## src/rtl/rv32i_fetch_unit.sv

```systemverilog
// Instruction fetch stage: owns the PC, issues word-aligned memory requests under a
// credit limit, buffers in-order responses and squashes stale ones after a redirect.
module rv32i_fetch_unit #(
    parameter logic [31:0] RESET_PC   = 32'h0000_0000,
    parameter int unsigned FIFO_DEPTH = 2
) (
    input  logic        clk,
    input  logic        rst_n,
    output logic        imem_req_valid,
    input  logic        imem_req_ready,
    output logic [31:0] imem_addr,
    input  logic        imem_rsp_valid,
    input  logic [31:0] imem_rsp_data,
    input  logic        redirect_valid,
    input  logic [31:0] redirect_pc,
    output logic [31:0] Instruction,
    output logic [31:0] instr_pc,
    output logic        instr_valid,
    input  logic        instr_ready
);

    localparam int unsigned AW  = (FIFO_DEPTH > 1) ? $clog2(FIFO_DEPTH) : 1;
    // inflight/drop can exceed FIFO_DEPTH after redirects; 8 bits covers any sane memory latency
    localparam int unsigned CW  = 8;
    localparam logic [31:0] NOP = 32'h0000_0013;

    logic [31:0]   pc_q, pc_d;
    logic [CW-1:0] inflight_q, inflight_d;
    logic [CW-1:0] drop_q, drop_d;
    logic [CW-1:0] fresh, occupancy;
    logic [AW:0]   count_q, count_d;
    logic [AW-1:0] rd_q, rd_d, wr_q, wr_d;
    logic [AW-1:0] aq_rd_q, aq_rd_d, aq_wr_q, aq_wr_d;
    logic [31:0]   data_q  [FIFO_DEPTH];
    logic [31:0]   addr_q  [FIFO_DEPTH];
    logic [31:0]   aq_q    [FIFO_DEPTH];
    logic          accept, push, pop;
    logic          rpc_unused;

    assign rpc_unused = ^redirect_pc[1:0];

    always_comb begin
        fresh          = inflight_q - drop_q;
        occupancy      = fresh + CW'(count_q);
        imem_addr      = pc_q;
        imem_req_valid = rst_n && !redirect_valid && (occupancy < CW'(FIFO_DEPTH));
        accept         = imem_req_valid && imem_req_ready;
        push           = imem_rsp_valid && !redirect_valid && (drop_q == '0);
        pop            = (count_q != '0) && instr_ready && !redirect_valid;

        instr_valid    = (count_q != '0);
        Instruction    = instr_valid ? data_q[rd_q] : NOP;
        instr_pc       = instr_valid ? addr_q[rd_q] : '0;
    end

    always_comb begin
        pc_d       = pc_q;
        inflight_d = inflight_q + CW'(accept) - CW'(imem_rsp_valid);
        drop_d     = drop_q;
        count_d    = count_q + (AW+1)'(push) - (AW+1)'(pop);
        rd_d       = pop ? rd_q + 1'b1 : rd_q;
        wr_d       = push ? wr_q + 1'b1 : wr_q;
        aq_rd_d    = push ? aq_rd_q + 1'b1 : aq_rd_q;
        aq_wr_d    = accept ? aq_wr_q + 1'b1 : aq_wr_q;

        if (accept) begin
            pc_d = pc_q + 32'd4;
        end
        if (imem_rsp_valid && (drop_q != '0)) begin
            drop_d = drop_q - CW'(1);
        end

        // Everything still in flight is stale; a response landing now is discarded as well.
        if (redirect_valid) begin
            pc_d    = {redirect_pc[31:2], 2'b00};
            drop_d  = inflight_q - CW'(imem_rsp_valid);
            count_d = '0;
            rd_d    = '0;
            wr_d    = '0;
            aq_rd_d = '0;
            aq_wr_d = '0;
        end
    end

    always_ff @(posedge clk or negedge rst_n) begin
        if (!rst_n) begin
            pc_q       <= RESET_PC;
            inflight_q <= '0;
            drop_q     <= '0;
            count_q    <= '0;
            rd_q       <= '0;
            wr_q       <= '0;
            aq_rd_q    <= '0;
            aq_wr_q    <= '0;
        end else begin
            pc_q       <= pc_d;
            inflight_q <= inflight_d;
            drop_q     <= drop_d;
            count_q    <= count_d;
            rd_q       <= rd_d;
            wr_q       <= wr_d;
            aq_rd_q    <= aq_rd_d;
            aq_wr_q    <= aq_wr_d;
        end
    end

    always_ff @(posedge clk) begin
        if (accept) begin
            aq_q[aq_wr_q] <= pc_q;
        end
        if (push) begin
            data_q[wr_q] <= imem_rsp_data;
            addr_q[wr_q] <= aq_q[aq_rd_q];
        end
    end

endmodule

```

## config.mk

```make
export PLATFORM = sky130hd
export DESIGN_NAME = rv32i_fetch_unit
export DESIGN_NICKNAME = d
export VERILOG_FILES = /design/src/rtl/rv32i_fetch_unit.sv
export SDC_FILE = /design/constraint.sdc
export NUM_CORES = 1
export LEC_CHECK = 0
export CAP_MARGIN = 25
export CORE_MARGIN = 2
export CORE_UTILIZATION = 51
export CTS_BUF_LIST = sky130_fd_sc_hd__clkbuf_8
export DETAILED_ROUTE_END_ITERATION = 6
export PLACE_DENSITY = 0.79
export SLEW_MARGIN = 15
export SYNTH_ARGS = -nofsm -noshare
export SYNTH_HDL_FRONTEND = slang
export SYNTH_SLANG_ARGS = --single-unit
```

## constraint.sdc

```tcl
create_clock -name clk -period 4.1 [get_ports clk]
set_input_delay 0.82 -clock clk [delete_from_list [all_inputs] [get_ports clk]]
set_output_delay 0.82 -clock clk [all_outputs]
set_load 0.03 [all_outputs]
```

* Yosys cells after proc, flatten, opt, wreduce, memory -nomap -nowiden
Memory sizes are Yosys's and may differ from the RTL's.
Cells that the tools add are included.
Widths: inputs -> output; s select.
** Storage, ports and cells
- Flip-flop bits (word level) :: 54
- RAM bits :: 192
- Input bits :: 70
- Output and inout port bits :: 98
- Logic and storage cells :: 60
- Memories :: 3
** Memory list
- addr_q :: depth 2, bits a word 32, rd ports 1, clocked after memory_dff 0, write ports 1, line 35 : logic [31:0] addr_q [FIFO_DEPTH];
- aq_q :: depth 2, bits a word 32, rd ports 1, clocked after memory_dff 0, write ports 1, line 36 : logic [31:0] aq_q [FIFO_DEPTH];
- data_q :: depth 2, bits a word 32, rd ports 1, clocked after memory_dff 0, write ports 1, line 34 : logic [31:0] data_q [FIFO_DEPTH];
** Cells by class
- Add/subtract/negate cells :: 13
- Order comparisons :: 1
- Multiplexer cells :: 19
- Reduce and logical (&&, ||, !) cells :: 16
** Operators with widths (count)
- $mux 32 :: 4
- $add 32x3->32 const B :: 1
- $mux 8 :: 2
- $sub 8x1->8 :: 2
- $mux 1 :: 12
- $reduce_bool 2->1 :: 5
- $add 8x1->8 :: 1
- $add 8x2->8 :: 1
- $logic_and 1x1->1 :: 8
- $logic_not 8->1 :: 1
- $lt 8x2->1 const B :: 1
- $reduce_bool 8->1 :: 1
- $sub 8x1->8 const B :: 1
- $sub 8x8->8 :: 1
- $add 1x1->1 const B :: 4
- $add 2x1->2 :: 1
- $mux 2 :: 1
- $sub 2x1->2 :: 1
- $logic_not 1->1 :: 1

* Depth between registers and ports, before layout
Gate-level depths: netlist (run 1).
- Depth in word-level cells :: 7
- Mapped depth :: 22
- Depth with buffers taken out :: 21

* Worst setup path before layout (run 1)
No wires, ideal clock.
- Kind :: input to register
- Start point :: input redirect_valid
- End point :: memory addr_q[0][10], enable pin
- Library setup time :: 0.482 ns
- Arrival :: 4.066 ns
- Required time :: 3.618 ns
- Slack :: -0.448 ns
- Stages :: 5
- Path buffers :: 2
- Cells stage by stage :: clkbuf_1 inv_1 clkbuf_1 nand2b_1 nor2_1
** Between the ends
- Longest elaborated chain between the ends :: 5
** RTL lines
- start, declared :: line 14 : input logic redirect_valid,
- $logic_not 1->1 :: line 48 : push = imem_rsp_valid && !redirect_valid && (drop_q == '0);
- $logic_and 1x1->1 (2 in series) :: line 48
- $mux 1 :: line 111 : if (push) begin
- $mux 1 (not written as such) :: line 113 : addr_q[wr_q] <= aq_q[aq_rd_q];
- end, declared :: line 35
No other way between the ends.

* Worst setup path after layout (run 1)
- Start point :: register count_q[1]
- End point :: output imem_req_valid
** Between the ends
- Longest elaborated chain between the ends :: 3
** RTL lines
- start, declared :: line 31 : logic [AW:0] count_q, count_d;
- start signal, assigned :: line 99 : count_q <= count_d;
- $add 8x2->8 :: line 44 : occupancy = fresh + CW'(count_q);
- $lt 8x2->1 :: line 46 : imem_req_valid = rst_n && !redirect_valid && (occupancy < CW'(FIFO_DEPTH));
- $logic_and 1x1->1 :: line 46
- end, declared :: line 9 : output logic imem_req_valid,
No other way between the ends.

==> results of run 1 <==
-- flip-flops by register name, summed over array words and instances, names as in the netlist --
name        cells
data_q         64
addr_q         60
aq_q           60
imem_addr      30
drop_q          8
inflight_q      8
count_q         2
aq_rd_q         1
aq_wr_q         1
rd_q            1
wr_q            1
-- area by class of cell --
class,count,area [um2],share of cell area
clock inverters,31,192.7,0.01340
repair buffers,235,2305,0.1603
flip-flops and latches,236,6830,0.4750
inverters,42,160.2,0.01114
well taps,275,344.1,0.02393
clock buffers,43,591.8,0.04116
multi-input cells,532,3956,0.2751
-- timing repair --
item	4_1_cts	5_1_grt
gates resized for setup	11	22
pin swaps	19	32
gates cloned	1	2
setup buffers	21	9
setup endpoints to repair	3	34
-- power by group through the flow --
stage | logic, mW | registers, mW | clock network (mW)
floorplan | 1.92 | 2.99 | 0
global placement | 2.98 | 2.95 | 0
detailed placement | 3.04 | 2.96 | 0
CTS | 3.31 | 2.92 | 2.08
global route | 3.79 | 2.94 | 2.19
finish | 3.59 | 2.92 | 2.04
-- synthesized netlist by cell type (3+ instances only) --
cell type,n
edfxtp_1,184
nor2_1,85
mux2i_1,64
dfrtp_1,52
inv_1,41
nand4_1,40
nand2_1,34
clkbuf_1,33
ha_1,31
nand3_1,31
mux2_2,30
nor3_1,21
xnor2_1,19
a21oi_1,17
nor2b_1,17
o31ai_1,16
nor4_1,12
a22oi_1,11
xor2_1,11
o311ai_0,9
buf_1,7
o21ai_0,7
nor3b_1,6
and3_1,5
buf_2,5
buf_4,5
or4_1,5
and2_1,4
o21bai_1,4
a21o_1,3
a221o_1,3
a311oi_1,3
a31oi_1,3
fa_1,3
nand2b_1,3
-- cell families (layout without fill, tap and decap cells) --
logic type,after synthesis,in the layout,synth area share
AND/OR/NAND/NOR,279,279,0.1312
adder cells (fa/ha/maj),34,34,0.04077
flip-flops,236,236,0.6213
multiplexers,94,94,0.08905
other,1,4,0.0003413
buffers and inverters,92,351,0.03371
XOR/XNOR,30,30,0.02391
AO/OA/AOI/OAI,91,91,0.05978
-- stage by stage --
stage / utilization / TNS [ns] / hold slack [ns] / instances
after floorplan: - / -55.54 / 0.5175 / 860
after global placement: 0.6270 / 0 / 0.5306 / 1287
after detailed placement: 0.6270 / -0.1108 / 0.5430 / 1287
after CTS: 0.6752 / -0.8866 / 0.5037 / 1383
after global routing: 0.6819 / -9.469 / 0.5480 / 1394
final: 0.6819 / -6.862 / 0.4910 / 1394
-- worst max-delay path, cell delays in order, from the launching register on --
cell     delay (ns)
dfrtp_1        0.37
inv_2          0.05
fa_1           0.59
fa_2           0.25
and2b_1        0.20
o31a_2         0.38
mux2i_2        0.16
or4_4          0.53
buf_12         0.16
nor4_4         0.23
buf_12         0.16
-- routing by layer --
layer,up-vias,wire length (um),GRT usage
met2,461,13160,0.4011
met3,100,2422,0.04789
met5,-,0,0
li1,3671,-,-
met1,3880,10130,0.2693
met4,0,1052,0.1033
-- worst min path at each step --
stage                    to  depth (start not counted)
5_1_grt        imem_addr[6]                          2
3_5_place_dp        aq_wr_q                          2
2_1_floorplan       aq_rd_q                          0
4_1_cts        imem_addr[6]                          2
3_3_place_gp        aq_wr_q                          2
6_report       imem_addr[2]                          2
==> reports/metrics.cfg, run 1 <==
[cts]
insertion_delay_ns = 0.54
htree_levels = 2
cts_tree = built
cts_sinks = 236
clockRootBuffer = clkbuf_8
numCtsBuffers = 40
clockBufferDepth = 3
cts_hold_buffers = 0
clk_pin_slew_ns = 0.06

[final_layout]
final.fill_count = 1455
design_area_mm2 = 0.01438
n_antenna_cell = 0
syn_to_final_growth_pct = 30.87
layout-drive-gt1-share = 0.1743
layout_commonest_cell = edfxtp_1
final_cell_mix = 184 x edfxtp_1, 158 x clkdlybuf4s50_1, 82 x nor2_1
nNetsFinal = 1191

[placement]
placed_cell_area_mm2 = 0.01322
pre_cts_slack_ns = -0.07101
place_congestion = 0.8445
post-dp-hpwl_um = 16770
port_buffers = 161

[yosys]
synth.avg_cell_area_um2 = 12.82
async_flop_share = 0.2203
ys_seq_elements = 236
netlist_instances = 857
synth_area_mm2 = 0.01099
seq_area_frac_synth = 0.6213
yosys.area.top_type_share = 0.5028
synth_edf_count = 184
yosysUniqueCellTypes = 58
ys.warnings.count = 0
synth_area_leader_cell = edfxtp_1
synth_area_leaders = edfxtp_1 50%, dfrtp_1 12%, mux2i_1 5.8%, ha_1 3.5%, mux2_2 3.1%
ys_dominant_reg_cell = edfxtp_1

[pwr]
p_total_mw = 8.549
pwr-share-comb = 0.420
p_seq_frac = 0.342
power_frac_clock = 0.238
p_int_mw = 5.299
ir_drop_uv = 648.8
p_sw_frac = 0.3801
p_switching_mw = 3.249
p_leak_nw = 5.135
power_density_mw_per_mm2 = 594.5

[timing]
rsz0062_at_grt = yes
max_freq_ghz = 0.2260
fin_worst_skew_ns = 0.01375
finalWorstSetupSlack_ns = -0.3246
finalHoldViolations = 0
max-slew-margin-rel = 0.2799
finalSetupViolations = 33
tightest_slew_ns = 1.066
min_period_ns = 4.425
period_share = 1.079
slew_viol_final = 0

[routing]
routed_wl_um = 26760
vias = 8112
dr.pass1.iters = 5
vias_per_cell = 5.819
detail_route.wl_per_cell_um = 19.20
route.detailed.drc = 0
initialDrtViolationCount = 586
drtAntennaViolNets = 0

[global_routing]
grt_usage = 0.2280
grt_pass1_wl_um = 40150
antenna_found_initial = 0
grt_pass1_vias = 7985
grt_max_degree = 109
overflow = 0

[floorplanning]
coreArea_mm2 = 0.02109
initial_core_util = 0.5211
die_h_um = 150.8
dieArea_mm2 = 0.02273
ioPinCount = 168
die_w_um = 150.8
row_count = 53

[worst_setup_path]
ff2ff_path_depth = 21
end_kind = output pin
endpoint = imem_req_valid
worstSetupPathType = flop to output pin
required_ns = 3.28
reg2reg_from = count_q[1]
critPathLaunchType = flop
r2r_end = inflight_q[6]
regToRegSetupSlack_ns = -0.31
worstPathMaxFanout = 2
crit_arrival_ns = 3.60
cp-startpoint = count_q[1]

[hold_path]
hold_class = primary input to asynchronous set/reset pin

[run]
drv_cap = 0

[run_status]
status = finished, violations left
violations = negative setup slack

Note: power is estimated with default switching activity, not from simulation.
==> run 2: changes to the inputs <==
--- a/config.mk
+++ b/config.mk
@@ -10,7 +10,7 @@
 export CORE_UTILIZATION = 51
 export CTS_BUF_LIST = sky130_fd_sc_hd__clkbuf_8
 export DETAILED_ROUTE_END_ITERATION = 6
-export PLACE_DENSITY = 0.79
+export PLACE_DENSITY_LB_ADDON = 0.08
 export SLEW_MARGIN = 15
 export SYNTH_ARGS = -nofsm -noshare
 export SYNTH_HDL_FRONTEND = slang
==> run 2 against run 1 <==
  * The run still ends with negative setup slack left
  * Cell count decreased by 0.79%
  * Non-clock buffer count decreased by 4
  * Register-to-register slack improved by 0.17 ns
  * Largest power group unchanged
  * Highest routed layer is now met5
==> reports/metrics.cfg, run 2 (synthesis results as in run 1) <==
[timing]
finalHoldViolations = 0  ; unchanged
finalSetupViolations = 4  ; was 33
rsz0062_at_grt = yes  ; unchanged
finalWorstSetupSlack_ns = -0.2634  ; was -0.3246 ns
fin_worst_skew_ns = 0.01755  ; was 0.01375 ns
max_freq_ghz = 0.2292  ; was 0.2260 GHz
min_period_ns = 4.363  ; was 4.425 ns
slew_viol_final = 0  ; unchanged
period_share = 1.064  ; was 1.079
tightest_slew_ns = 0.9932  ; was 1.066 ns
max-slew-margin-rel = 0.3292  ; was 0.2799

[final_layout]
reg.largest.list = data_q (64), addr_q (60), aq_q (60)  ; unchanged
instances_no_fill = 1383  ; was 1394
regMostFlops = data_q  ; unchanged
syn_to_final_growth_pct = 30.01  ; was 30.87%
layout-drive-gt1-share = 0.1652  ; was 0.1743
largest_reg_flops = 64  ; unchanged
layout_commonest_cell = edfxtp_1  ; unchanged
design_area_mm2 = 0.01429  ; was 0.01438 mm2
final_cell_mix = 184 x edfxtp_1, 158 x clkdlybuf4s50_1, 82 x nor2_1  ; unchanged
n_antenna_cell = 0  ; unchanged
nNetsFinal = 1186  ; was 1191

[run_status]
violations = negative setup slack  ; unchanged
status = finished, violations left  ; unchanged

[routing]
routed_wl_um = 25460  ; was 26760 um
drtAntennaViolNets = 0  ; unchanged
route.detailed.drc = 0  ; unchanged
initialDrtViolationCount = 568  ; was 586
vias = 7635  ; was 8112
dr.pass1.iters = 5  ; unchanged
detail_route.wl_per_cell_um = 18.41  ; was 19.20 um
vias_per_cell = 5.521  ; was 5.819

[placement]
pre_cts_slack_ns = -0.03372  ; was -0.07101 ns
dp_cells = 1300  ; was 1287
place_congestion = 0.8657  ; was 0.8445
post-dp-hpwl_um = 16200  ; was 16770 um
port_buffers = 161  ; unchanged
placed_cell_area_mm2 = 0.01331  ; was 0.01322 mm2

[worst_setup_path]
critPathLaunchType = flop  ; unchanged
ff2ff_path_depth = 21  ; unchanged
crit_family = simple AND/OR/NAND/NOR gates  ; unchanged
end_kind = output pin  ; unchanged
max_stage_delay_ns = 0.60  ; was 0.59 ns
crit_chain = inv_2, fa_2, fa_2, and2b_1, o31a_2, mux2i_1, or4_4, buf_4, buf_12, nor4_4, buf_12  ; was inv_2, fa_1, fa_2, and2b_1, o31a_2, mux2i_2, or4_4, buf_12, nor4_4, buf_12
worstSetupPathType = flop to output pin  ; unchanged
worstPathMaxFanout = 2  ; unchanged
crit_cells = 11  ; was 10
crit_path_top_delay_cell = fa_2  ; was fa_1
worst-path-buf-inv = 4  ; was 3
crit_arrival_ns = 3.54  ; was 3.60 ns
required_ns = 3.28  ; about the same

[floorplanning]
initial_core_util = 0.5211  ; unchanged
dieArea_mm2 = 0.02273  ; unchanged
ioPinCount = 168  ; unchanged
die_h_um = 150.8  ; unchanged
die_w_um = 150.8  ; unchanged
row_count = 53  ; unchanged
coreArea_mm2 = 0.02109  ; unchanged

[global_routing]
antenna_found_initial = 1  ; was 0
overflow = 0  ; unchanged
grt_pass1_wl_um = 39350  ; was 40150 um
grt_pass1_vias = 7419  ; was 7985
grt_max_degree = 77  ; was 109
grt_usage = 0.2238  ; was 0.2280

[cts]
clk_pin_slew_ns = 0.06  ; about the same
cts_tree = built  ; unchanged
clockBufferDepth = 3  ; unchanged
clockRootBuffer = clkbuf_8  ; unchanged
insertion_delay_ns = 0.53  ; was 0.54 ns
cts_sinks = 236  ; unchanged
htree_levels = 2  ; unchanged
numCtsBuffers = 39  ; was 40

[pwr]
p_leak_nw = 5.083  ; was 5.135 nW
power_density_mw_per_mm2 = 572.3  ; was 594.5 mW/mm2
ir_drop_uv = 1107  ; was 648.8 uV

[run]
drv_cap = 0  ; unchanged

[hold_path]
hold_class = primary input to asynchronous set/reset pin  ; unchanged

==> run 2: cell count changes in the layout (fill, tap and decap cells not counted), sizes merged <==
cell    change
clkinv      -7
buf         -6
inv         +2
bufinv      -1
clkbuf      +1
==> run 2: routing by layer <==
metal,vias to the layer above,share of wire,GRT usage
li1,3660,-,-
met1,3650,0.43,0.3019
met2,268,0.47,0.3652
met3,55,0.072,0.04789
met4,2,0.024,0.07196
met5,-,0.00051,0
==> run 2: worst paths after layout <==
check	slack [ns]	start	end
max in group asynchronous	3.05	rst_n	rd_q
min in group clk	0.55	imem_addr[31]	aq_q[0][31]
setup / recovery	-0.26	count_q[1]	imem_req_valid
hold / removal	0.48	rst_n	imem_addr[6]
hold reg to reg	0.55	imem_addr[31]	aq_q[0][31]
setup reg to reg	-0.14	count_q[1]	inflight_q[6]
==> run 2: metrics by stage <==
stage | utilization | TNS [ns] | power, mW | hold slack (ns)
2_1_floorplan | - | -55.54 | 4.906 | 0.5175
3_5_place_dp | 0.6310 | -0.06448 | 6.033 | 0.5275
5_1_grt | 0.6774 | -1.524 | 8.672 | 0.5222
3_3_place_gp | 0.6310 | -0.09001 | 5.992 | 0.5147
6_report | 0.6774 | -0.4984 | 8.175 | 0.4780
4_1_cts | 0.6740 | -0.6433 | 8.120 | 0.4918
==> run 2: repair_timing <==
item | 4_1_cts | 5_1_grt
setup buffers | 14 | 5
cloned | 1 | 2
pin swaps | 10 | 12
endpoints found under the setup margin | 3 | 33
gates resized for setup | 14 | 11
hold buffers | 0 | 0
==> run 2: final cells by class <==
type	count	area [um2]
sequential	236	6830
fill	1556	6803
multi-input combinational	532	3948
timing repair buffer	231	2298
clock buffer	42	578.1
tap	275	344.1
inverter	42	157.7
clock inverter	25	128.9
==> run 2: power breakdown <==
part,total [mW],leakage [nW],switching (mW),internal [mW]
registers,2.90,2.25,0.168,2.74
logic,3.38,2.41,2.01,1.37
clock network,1.89,0.417,0.890,1.00
total,8.18,5.08,3.07,5.11
==> RTL change 1: new RTL, config.mk and constraints of run 1 <==
`FIFO_DEPTH`: 2 -> 4.
--- a/src/rtl/rv32i_fetch_unit.sv
+++ b/src/rtl/rv32i_fetch_unit.sv
@@ -2,7 +2,7 @@
 // credit limit, buffers in-order responses and squashes stale ones after a redirect.
 module rv32i_fetch_unit #(
     parameter logic [31:0] RESET_PC   = 32'h0000_0000,
-    parameter int unsigned FIFO_DEPTH = 2
+    parameter int unsigned FIFO_DEPTH = 4
 ) (
     input  logic        clk,
     input  logic        rst_n,
Behaviour: not the same (Yosys sat finds a counterexample within 4 cycles, from zero or initial values and one cycle with rst_n low).
==> RTL change 1 against run 1 <==
The flow still finishes with violations (negative setup slack). Sequential cell count rose by 189. Total power rose by 53%. Register-to-register slack improved by 0.26 ns. Count of clock-buffer cells in the layout rose by 26. Via count rose by 25%. Wire length rose by 37%. Combinational power rose by 27%. Final area rose by 52%. Non-clock buffer count fell by 16. Area after synthesis rose by 63%. Setup slack improved by 0.28 ns. Final cell count rose by 27%. First-iteration DRC count rose by 32%. Largest cell class unchanged. Largest power group is now registers.
==> RTL change 1: results (changes against run 1) <==
violated checks negative setup slack; first-pass GRT wire length 56,800 µm (+42%); status finished with violations; total routed wire length on the met1 layer 15,500 µm (+53%); Final Routed Wirelength 36,700 µm (+37%); GR Util met2 33.0% (-7.1 points); final antenna diode count 0 (unchanged); filler cell count in the final layout 2,368 (+63%); final setup skew 0.0242 ns (+0.0104 ns); layout net count 1,388 (+17%); DP HPWL 23,800 µm (+42%); relative max-transition margin 49.2% (+21 points); GRT Util Overall 20.4% (-2.4 points); first-pass detailed-route iteration total 4 (-1); routed len/inst 20.6 µm (+7.5%); Clk network pwr share 26.2% (+2.4 points); cell count after placement 1,656 (+29%); met3 wirelength from detailed routing 2700 µm (+11%); largest net degree at the start of global routing 64 (-41%); met3 GRT Util 3.76% (-1.0 points); number of clock buffers inserted by TritonCTS 68 (+70%); Global Route met1 Usage 28.5% (+1.6 points); ratio of cells with drive above 1 in the final layout 21.1% (+3.7 points); average size of a mapped cell 17.3 µm² (+35%); largest stage delay on the critical path 0.55 ns (-0.04 ns); largest registers ranked by flip-flop count data_q (128), addr_q (120), aq_q (120); Synth area leaders sky130_fd_sc_hd__edfxtp_1 (62%), sky130_fd_sc_hd__mux4_2 (12%), sky130_fd_sc_hd__dfrtp_1 (8.0%); Seq/Total Area, Yosys 69.6% (+7.4 points); register share of total power 38.9% (+4.7 points); peak ir drop on the vdd network 0.000650 V (+0.25%); synthesized-area fraction occupied by ao, oa, aoi and oai cells 3.79% (-2.2 points); total design power 13.1 mW (+53%); CTS HTree Levels 3 (+1); distinct cell type count after synthesis 59 (+1.7%); leading cell types by count after synthesis sky130_fd_sc_hd__edfxtp_1 (368), sky130_fd_sc_hd__mux4_2 (92), sky130_fd_sc_hd__nor2b_1 (63); post-synthesis xor/xnor area fraction 1.45% (-0.94 points); R2R Path Start count_q[2]; static leakage 7.31 nW (+42%); wire length on met2 18,000 µm (+37%); number of setup violations in the final report 3 (-91%); Slowest-stage cell, CP sky130_fd_sc_hd__fa_1; proportion of synthesized flip-flops having asynchronous set or reset 13.4% (-8.6 points); via total after detailed routing 10,100 (+25%); worst setup slack after layout -0.0451 ns (+0.279 ns); Skew-Pair Late Insertion Delay 0.58 ns (+0.04 ns); highest fanout seen on the critical path 5 (+3); switching part of the total 33.4% (-4.6 points); EDFF count, synth 368 (+100%); signal arrival time at the worst endpoint 4.64 ns (+1.04 ns); adder and majority gate portion of the synthesized area 3.17% (-0.91 points); critical path class reg -> reg; mux share of post-synthesis cell area 11.8% (+2.9 points); iteration-0 DRC count of the detailed router 773 (+32%); placer's final routability congestion estimate 0.850 (+0.65%)
RTL change 1: critical path: cells and delay by family (launching register included):
family,cells,cell delay [ns]
compound gates,3,0.47
xor+xnor,1,0.13
simple gates,7,1.38
fa+ha+maj,5,1.48
flops,1,0.37
buf+inv,5,0.25
RTL change 1: layout make-up:
class | instances | area, µm² | share of cell area (%)
flip-flops and latches | 425 | 12500 | 57.0
multi-input cells | 519 | 5220 | 23.8
repair buffers | 219 | 2190 | 10.0
clock buffers | 69 | 950 | 4.34
well taps | 455 | 569 | 2.60
clock inverters | 47 | 330 | 1.51
inverters | 42 | 158 | 0.720
RTL change 1: worst paths after layout:
| kind | end | slack, ns | cells after the start |
|---|---|---|---|
| worst max-delay path | inflight_q[6] | -0.05 | 21 |
| worst min-delay path | drop_q[3] | 0.32 | 2 |
| worst max register to register | inflight_q[6] | -0.05 | 21 |
| worst min register to register | aq_rd_q[1] | 0.59 | 2 |
| max in group asynchronous | imem_addr[13] | 3.31 | 2 |
| min in group clk | aq_rd_q[1] | 0.59 | 2 |
RTL change 1: timing repair:
action / 4_1_cts / 5_1_grt
setup buffers: 2 / 3
gates resized for setup: 15 / 13
endpoints found under the setup margin: 3 / 4
gates cloned: 0 / 0
pin swaps: 8 / 11
RTL change 1: per-stage QoR:
| step | TNS [ns] | hold WS, ns | worst slack (ns) | cell area [µm²] |
|---|---|---|---|---|
| final | -0.0693 | 0.325 | -0.0451 | 21900 |
| after global routing | -0.690 | 0.337 | -0.269 | 21900 |
| after CTS | -0.0700 | 0.310 | -0.0392 | 21800 |
| after detailed placement | -0.227 | 0.582 | -0.107 | 20500 |
| after global placement | -0.0625 | 0.570 | -0.0453 | 20500 |
| after floorplan | -0.111 | 0.524 | -0.111 | 18000 |
==> RTL change 2: new RTL, flow settings as in run 1 <==
Made on the original files. Reset style: synchronous (`rst_n`), changed in one clocked block.
--- a/src/rtl/rv32i_fetch_unit.sv
+++ b/src/rtl/rv32i_fetch_unit.sv
@@ -82,7 +82,7 @@
         end
     end
 
-    always_ff @(posedge clk or negedge rst_n) begin
+    always_ff @(posedge clk) begin
         if (!rst_n) begin
             pc_q       <= RESET_PC;
             inflight_q <= '0;
Function: differs if rst_n is asserted again (counterexample within 4 cycles, from zero or initial values and one cycle with rst_n low); with rst_n held inactive, the same outputs for 4 cycles.
==> RTL change 2 against run 1 <==
Total power decreased by 19%. Setup slack better by 0.43 ns. Final area shrank 3.1%. Wire length fell by 4.4%. Clock power down 11%. Final cell count shrank 0.65%. Sequential cell count is 2 higher. Area after synthesis is 0.57% higher. Count of clock-buffer cells in the layout fell by 3. Critical endpoint unchanged.
==> RTL change 2: results (changes against run 1) <==
via total after detailed routing 7,862 (-3.1%); Seq/Total Area, Yosys 59.8% (-2.3 points); total of clock buffers placed in the layout 40 (-7.0%); area of the core 21,200 µm² (+0.31%); highest fanout seen on the critical path 9 (+7); Worst Reg2Reg Path Length in Cells 19 (-9.5%); gate count of the mapped netlist 894 (+4.3%); Comb pwr share 33.4% (-8.6 points); filler cell count in the final layout 1,535 (+5.5%); proportion of synthesized flip-flops having asynchronous set or reset 0% (-22 points); total routed wire length on the met1 layer 10,600 µm (+4.6%); peak ir drop on the vdd network 0.000709 V (+9.3%); vias in the first global route 7,647 (-4.2%); Seq area share 47.5% (about the same); placer's final routability congestion estimate 0.890 (+5.4%); relative max-transition margin 56.3% (+28 points); first-pass GRT wire length 39,200 µm (-2.4%); Synth area leaders sky130_fd_sc_hd__edfxtp_1 (50%), sky130_fd_sc_hd__dfxtp_1 (9.8%), sky130_fd_sc_hd__mux2i_1 (5.6%); non-clock buffer area fraction after layout 13.8% (-2.2 points); layout net count 1,186 (-0.42%); largest net degree at the start of global routing 63 (-42%); met3 GRT Util 3.98% (-0.81 points); Clock Power 1.82 mW (-11%); cell count after placement 1,311 (+1.9%); clock distribution area overhead in the final layout 4.91% (-0.54 points); register share of total power 40.4% (+6.2 points); largest stage delay on the critical path 0.48 ns (-0.11 ns); synthesized-area fraction occupied by ao, oa, aoi and oai cells 7.34% (+1.4 points); count of buffers not belonging to the clock network in the layout 196 (-17%); placement-stage worst setup slack -0.0364 ns (+0.0346 ns); Global Route met1 Usage 28.1% (+1.1 points); iteration-0 DRC count of the detailed router 547 (-6.7%); met3 wirelength from detailed routing 1810 µm (-25%); final setup skew 0.0146 ns (+0.000853 ns); R2R Path Start count_q[1]; R2R Setup Slk 0.17 ns (+0.48 ns); multi-input logic cell count 573 (+7.7%); area used by sequential logic in the layout 6620 µm² (-3.1%); non-clock inverter count in the final layout 34 (-19%); DP HPWL 17,100 µm (+1.7%); Final Routed Wirelength 25,600 µm (-4.4%); leading cell types by count after synthesis sky130_fd_sc_hd__edfxtp_1 (184), sky130_fd_sc_hd__nor2_1 (113), sky130_fd_sc_hd__mux2i_1 (62); multi-input gate share of total cell area 30.4% (+2.9 points); mux share of post-synthesis cell area 8.80% (-0.11 points); post-synthesis xor/xnor area fraction 2.29% (-0.10 points); wire length on met2 12,500 µm (-4.7%); worst hold slack after final layout 0.515 ns (+0.0238 ns); static leakage 4.68 nW (-8.8%); ratio of cells with drive above 1 in the final layout 14.6% (-2.8 points); GRT Util Overall 22.0% (-0.83 points); cell type group with the largest total delay on the critical path adder cells; switching part of the total 34.3% (-3.7 points); status completed; number of clock buffers inserted by TritonCTS 39 (-2.5%); end of the worst register-to-register path inflight_q[6]; cell area after placement 13,100 µm² (-1.1%); number of sinks driven by the clock tree 238 (+0.85%)
-- RTL change 2: cell count changes in the layout (fill, tap and decap cells not counted), sizes merged, moves of 9 or more --
cell and change:
o21ai +9, o31ai -13, inv -12, nand4 -20
nor2b -12, dfrtp -52, dfxtp +54, a211oi +14
nor2 +28, and3 +9, a22oi -11, buf -39
nand2b +10
-- RTL change 2: worst max path at each step --
stage                   start  depth (start not counted)  slack, ns              to
6_report           count_q[1]                         12       0.10  imem_req_valid
5_1_grt         inflight_q[1]                         20      0.004   inflight_q[6]
4_1_cts            count_q[1]                         19       0.04   inflight_q[6]
3_5_place_dp       count_q[1]                         19      -0.04   inflight_q[6]
3_3_place_gp       count_q[1]                         19       0.03   inflight_q[6]
2_1_floorplan  redirect_valid                          5      -0.59   addr_q[0][10]
-- RTL change 2: timing repair --
item                                    4_1_cts  5_1_grt
setup buffers                                 1        4
gates resized for setup                       6       24
endpoints found under the setup margin        2        3
pin swaps                                     3       13
